--- src/rtl/alu_issuer.sv ---
// ---------------------------------------------------------------------------
// alu_issuer
// Issues one operation at a time to an external fixed-latency ALU, waits
// LATENCY cycles, captures the result and flags, and holds them on a
// valid/ready response port until consumed. OP_CNT counts consumed responses.
// ---------------------------------------------------------------------------
module alu_issuer #(
    parameter int unsigned DWIDTH  = 16,
    parameter int unsigned OPWIDTH = 4,
    parameter int unsigned LATENCY = 2,
    parameter int unsigned IDLE_OP = 0
) (
    input  logic               clk_i,
    input  logic               clr_n_i,
    // request side
    input  logic               req_valid_i,
    output logic               req_ready_o,
    input  logic [DWIDTH-1:0]  req_a_i,
    input  logic [DWIDTH-1:0]  req_b_i,
    input  logic [OPWIDTH-1:0] req_op_i,
    // ALU side
    output logic [DWIDTH-1:0]  alu_a_o,
    output logic [DWIDTH-1:0]  alu_b_o,
    output logic [OPWIDTH-1:0] alu_s_o,
    input  logic [DWIDTH-1:0]  alu_y_i,
    input  logic               alu_c_i,
    input  logic               alu_v_i,
    input  logic               alu_z_i,
    // response side
    output logic               rsp_valid_o,
    input  logic               rsp_ready_i,
    output logic [DWIDTH-1:0]  rsp_y_o,
    output logic [2:0]         rsp_flags_o,
    output logic [15:0]        op_cnt_o
);

    // Wait counter is 4 bits wide: LATENCY is limited to 1..15.
    localparam int unsigned CNT_W = 4;

    localparam logic [CNT_W-1:0]   LAT_LOAD = CNT_W'(LATENCY);
    localparam logic [OPWIDTH-1:0] IDLE_S   = OPWIDTH'(IDLE_OP);

    typedef enum logic [1:0] {
        ST_IDLE = 2'd0,
        ST_WAIT = 2'd1,
        ST_RESP = 2'd2
    } state_e;

    state_e              state_q;
    logic                req_ready_q;
    logic [DWIDTH-1:0]   alu_a_q;
    logic [DWIDTH-1:0]   alu_b_q;
    logic [OPWIDTH-1:0]  alu_s_q;
    logic [CNT_W-1:0]    cnt_q;
    logic                rsp_valid_q;
    logic [DWIDTH-1:0]   rsp_y_q;
    logic [2:0]          rsp_flags_q;
    logic [15:0]         op_cnt_q;
    logic [15:0]         op_cnt_d;

    // Handshake counter next value; wraps naturally from 16'hFFFF to 16'h0000.
    always_comb begin
        op_cnt_d = op_cnt_q + 16'd1;
    end

    // Issue/wait/respond state machine with all outputs held in registers.
    always_ff @(posedge clk_i or negedge clr_n_i) begin
        if (!clr_n_i) begin
            state_q     <= ST_IDLE;
            req_ready_q <= 1'b1;
            alu_a_q     <= {DWIDTH{1'b0}};
            alu_b_q     <= {DWIDTH{1'b0}};
            alu_s_q     <= IDLE_S;
            cnt_q       <= {CNT_W{1'b0}};
            rsp_valid_q <= 1'b0;
            rsp_y_q     <= {DWIDTH{1'b0}};
            rsp_flags_q <= 3'b000;
            op_cnt_q    <= 16'd0;
        end else begin
            case (state_q)
                ST_IDLE: begin
                    // Ready is high in IDLE, so a valid request is accepted here.
                    if (req_valid_i) begin
                        alu_a_q     <= req_a_i;
                        alu_b_q     <= req_b_i;
                        alu_s_q     <= req_op_i;
                        cnt_q       <= LAT_LOAD;
                        req_ready_q <= 1'b0;
                        state_q     <= ST_WAIT;
                    end else begin
                        req_ready_q <= 1'b1;
                    end
                end
                ST_WAIT: begin
                    // A counter at or below one means the ALU result is valid
                    // now; the "or below" guards against a corrupted zero count
                    // wrapping into a fifteen-cycle stall.
                    if (cnt_q <= 4'd1) begin
                        rsp_y_q     <= alu_y_i;
                        rsp_flags_q <= {alu_c_i, alu_v_i, alu_z_i};
                        rsp_valid_q <= 1'b1;
                        alu_s_q     <= IDLE_S;
                        cnt_q       <= {CNT_W{1'b0}};
                        state_q     <= ST_RESP;
                    end else begin
                        cnt_q <= cnt_q - 4'd1;
                    end
                end
                ST_RESP: begin
                    // Response is held until the consumer takes it.
                    if (rsp_ready_i) begin
                        rsp_valid_q <= 1'b0;
                        op_cnt_q    <= op_cnt_d;
                        req_ready_q <= 1'b1;
                        state_q     <= ST_IDLE;
                    end else begin
                        rsp_valid_q <= 1'b1;
                    end
                end
                default: begin
                    // Illegal encoding: drop any operation and return to IDLE.
                    state_q     <= ST_IDLE;
                    req_ready_q <= 1'b1;
                    rsp_valid_q <= 1'b0;
                    alu_s_q     <= IDLE_S;
                    cnt_q       <= {CNT_W{1'b0}};
                end
            endcase
        end
    end

    assign req_ready_o = req_ready_q;
    assign alu_a_o     = alu_a_q;
    assign alu_b_o     = alu_b_q;
    assign alu_s_o     = alu_s_q;
    assign rsp_valid_o = rsp_valid_q;
    assign rsp_y_o     = rsp_y_q;
    assign rsp_flags_o = rsp_flags_q;
    assign op_cnt_o    = op_cnt_q;

endmodule

--- config.mk ---
export PLATFORM = sky130hd
export DESIGN_NAME = alu_issuer
export DESIGN_NICKNAME = d
export VERILOG_FILES = /design/src/rtl/alu_issuer.sv
export SDC_FILE = /design/constraint.sdc
export NUM_CORES = 1
export LEC_CHECK = 0
export CELL_PAD_IN_SITES_DETAIL_PLACEMENT = 0
export CELL_PAD_IN_SITES_GLOBAL_PLACEMENT = 1
export CORE_MARGIN = 3
export CORE_UTILIZATION = 37
export CTS_CLUSTER_DIAMETER = 200
export DETAILED_ROUTE_END_ITERATION = 12
export PLACE_DENSITY = 0.91
export SLEW_MARGIN = 30
export SYNTH_ARGS = -nofsm -noshare
export SYNTH_HDL_FRONTEND = slang
export SYNTH_SLANG_ARGS = --single-unit
--- constraint.sdc ---
create_clock -name clk_i -period 3.3 [get_ports clk_i]
set_input_delay 0.825 -clock clk_i [delete_from_list [all_inputs] [get_ports clk_i]]
set_output_delay 0.825 -clock clk_i [all_outputs]
set_load 0.005 [all_outputs]
==> impl_metrics.yaml <==
setup_path:
  path_class: "reg -> out"
  crit_family: "flip-flops"
  cp.arrival_ns: 1.39
  crit_required_ns: 2.47
  path_buf_inv: 1
  cp_max_fo: 2
  crit_chain: "clkdlybuf4s50_1"
  r2r_end: "state_q[1]"
  slowest_delay_ns: 0.53
  cp.depth: 1
  cp_slowest_cell: "dfstp_2"
  rrSetupSlack_ns: 1.38
  r2r_start: "cnt_q[0]"
  cp-endpoint: "req_ready_o"
  ff2ff_path_depth: 6
  end_kind: "primary output"
  setup.worst_path.start: "req_ready_o"
  worstSetupStartpointType: "flip-flop"
route:
  drt_wl_total_um: 7332
  detail_route.wl_per_cell_um: 15.15
  num_vias: 2314
  via_per_inst: 4.781
  drtPass1Iterations: 4
  remaining_drc_errors: 0
  drtAntennaViolNets: 0
  drt_iter0_markers: 45
pwr:
  comb_power_share: 0.440
  p_clk_frac: 0.166
  internal_power_mw: 2.878
  irDropWorstVdd_v: 0.0003459
  p_sw_frac: 0.2994
  p_seq_frac: 0.394
  p_switching_mw: 1.230
  leakage_nw: 2.122
  total_power_mw: 4.108
  p_per_area_nw_per_um2: 830.9
placement:
  preCtsSetupSlack_ns: 1.012
  hpwl_um: 5440
  place_congestion: 0.7864
  port_buffers: 131
grt:
  grt_usage: 0.1436
  grt_pass1_wl_um: 11540
  grt_pass1_vias: 2377
  grt_max_degree: 80
  overflow: 0
  antenna_found_initial: 0
timing:
  rsz0062_at_grt: "false"
  tns_ns: 0
  min_period_ns: 2.214
  hold_viol_final: 0
  tightest_slew_ns: 0.7134
  setup_violations: 0
  fmax_mhz: 451.7
  relSlewSlack: 0.5244
  drv_slew: 0
  period_share: 0.6709
  fin_ws_ns: 1.086
  finClkSkew_ns: 0.007721
  hold_ws_ns: 0.4831
cts:
  ctsHtreeMaxLevel: 3
  postCtsSetupBuffers: 0
  postCtsResizedCells: 0
  numCtsBuffers: 9
  cts_buffer_depth: 2
  hold_buffers: 0
  clk_pin_slew_ns: 0.08
  cts_tree: "yes"
  root_buffer: "clkbuf_8"
  cts_sinks: 79
  insertion_delay_ns: 0.33
floorplan:
  fp.dieH_um: 101.0
  top_level_ports: 132
  die_area_um2: 10210
  rows: 34
  start_util: 0.3812
  core_area_um2: 8763
  die-width_um: 101.0
flow_run:
  maxCapViolations: 0
synth:
  syn_avg_cell_area_um2: 14.16
  synthCells: 236
  synth_top_area_share: 0.5843
  synthTopCellsByArea: "dfrtp_1 58%, mux2_1 13%, mux2_4 4.5%"
  async_flop_share: 1.000
  yosysWarnings: 0
  synth-seq-area-share: 0.5921
  synth_seq_cells: 79
  synth_edf_count: 0
  yosysTopAreaCell: "dfrtp_1"
  syn_nets: 302
  synth_ff_type: "dfrtp_1"
  ys_types: 38
  synthesis.area_um2: 3341
run_status:
  status: "finished, final reports clean"
final_layout:
  mostFrequentLayoutCell: "clkdlybuf4s50_1"
  area_growth_pct: 48.01
  final_util: 0.5642
  drive_gt1_frac: 0.1037
  layout.nets: 438
  antenna_cells: 0
  final_cell_mix: "130 x clkdlybuf4s50_1, 78 x dfrtp_1, 40 x mux2_1"
worst_hold_path:
  holdCritPathClass: "reg -> reg"
-- routing by layer --
metal / GRT usage / up-vias / share of wire
li1: - / 1096 / -
met1: 0.1858 / 1127 / 0.44
met2: 0.2339 / 79 / 0.48
met3: 0.03045 / 12 / 0.060
met4: 0.05930 / 0 / 0.016
met5: 0 / - / 0
-- stage by stage --
stage | instances | instance area (µm²)
3_5_place_dp | 469 | 4755
2_1_floorplan | 236 | 3341
5_1_grt | 484 | 4945
3_3_place_gp | 469 | 4755
6_report | 484 | 4945
4_1_cts | 484 | 4941
-- state kept, by name, summed over array words and instances (netlist names) --
| signal | cells |
|---|---|
| alu_a_o | 16 |
| alu_b_o | 16 |
| op_cnt_o | 16 |
| rsp_y_o | 16 |
| alu_s_o | 4 |
| cnt_q | 4 |
| rsp_flags_o | 3 |
| state_q | 2 |
| req_ready_o | 1 |
| rsp_valid_o | 1 |
-- worst min path at each step --
stage                       from            to  slack, ns  cells after the start
floorplan           op_cnt_o[15]  op_cnt_o[15]       0.47                      1
global placement    op_cnt_o[15]  op_cnt_o[15]       0.46                      1
detailed placement  op_cnt_o[15]  op_cnt_o[15]       0.47                      1
CTS                 op_cnt_o[15]  op_cnt_o[15]       0.49                      1
global route        op_cnt_o[15]  op_cnt_o[15]       0.49                      1
finish              op_cnt_o[15]  op_cnt_o[15]       0.48                      1
-- cells by family after synthesis --
kind of cell | share of synthesized area
AOI/OAI and AO/OA | 0.03745
xor gates and xnor gates | 0.03933
DFF | 0.5921
adders and majority gates | 0.02622
and+or+nand+nor | 0.09326
buffers and inverters | 0.02172
muxes | 0.1899
-- cells in the mapped netlist (all sizes together), types with 2 or more instances --
cell	instances
nor2	9
nand2	13
nor3	2
nand3	5
o31ai	2
mux2	53
ha	7
dfrtp	78
o32a	2
nor4	3
o21ai	14
xor2	7
inv	5
nor2b	3
nand4	4
buf	7
or2	3
xnor2	8
-- power groups by stage --
stage / registers [mW] / logic (mW) / clock network [mW]
6_report: 1.62 / 1.81 / 0.680
5_1_grt: 1.68 / 1.97 / 0.747
4_1_cts: 1.63 / 1.84 / 0.709
3_5_place_dp: 1.64 / 1.84 / 0
3_3_place_gp: 1.62 / 1.80 / 0
2_1_floorplan: 1.64 / 0.826 / 0
-- area by class of cell --
cell class                 instances  area (µm²)
clock buffer                       9       123.9
clock inverter                     6       62.56
fill                             746        3819
inverter                           5       18.77
multi-input combinational        144        1299
sequential                        79        1978
tap                              108       135.1
timing repair buffer             133        1328
No activity file was read; power rests on OpenSTA's default activity.
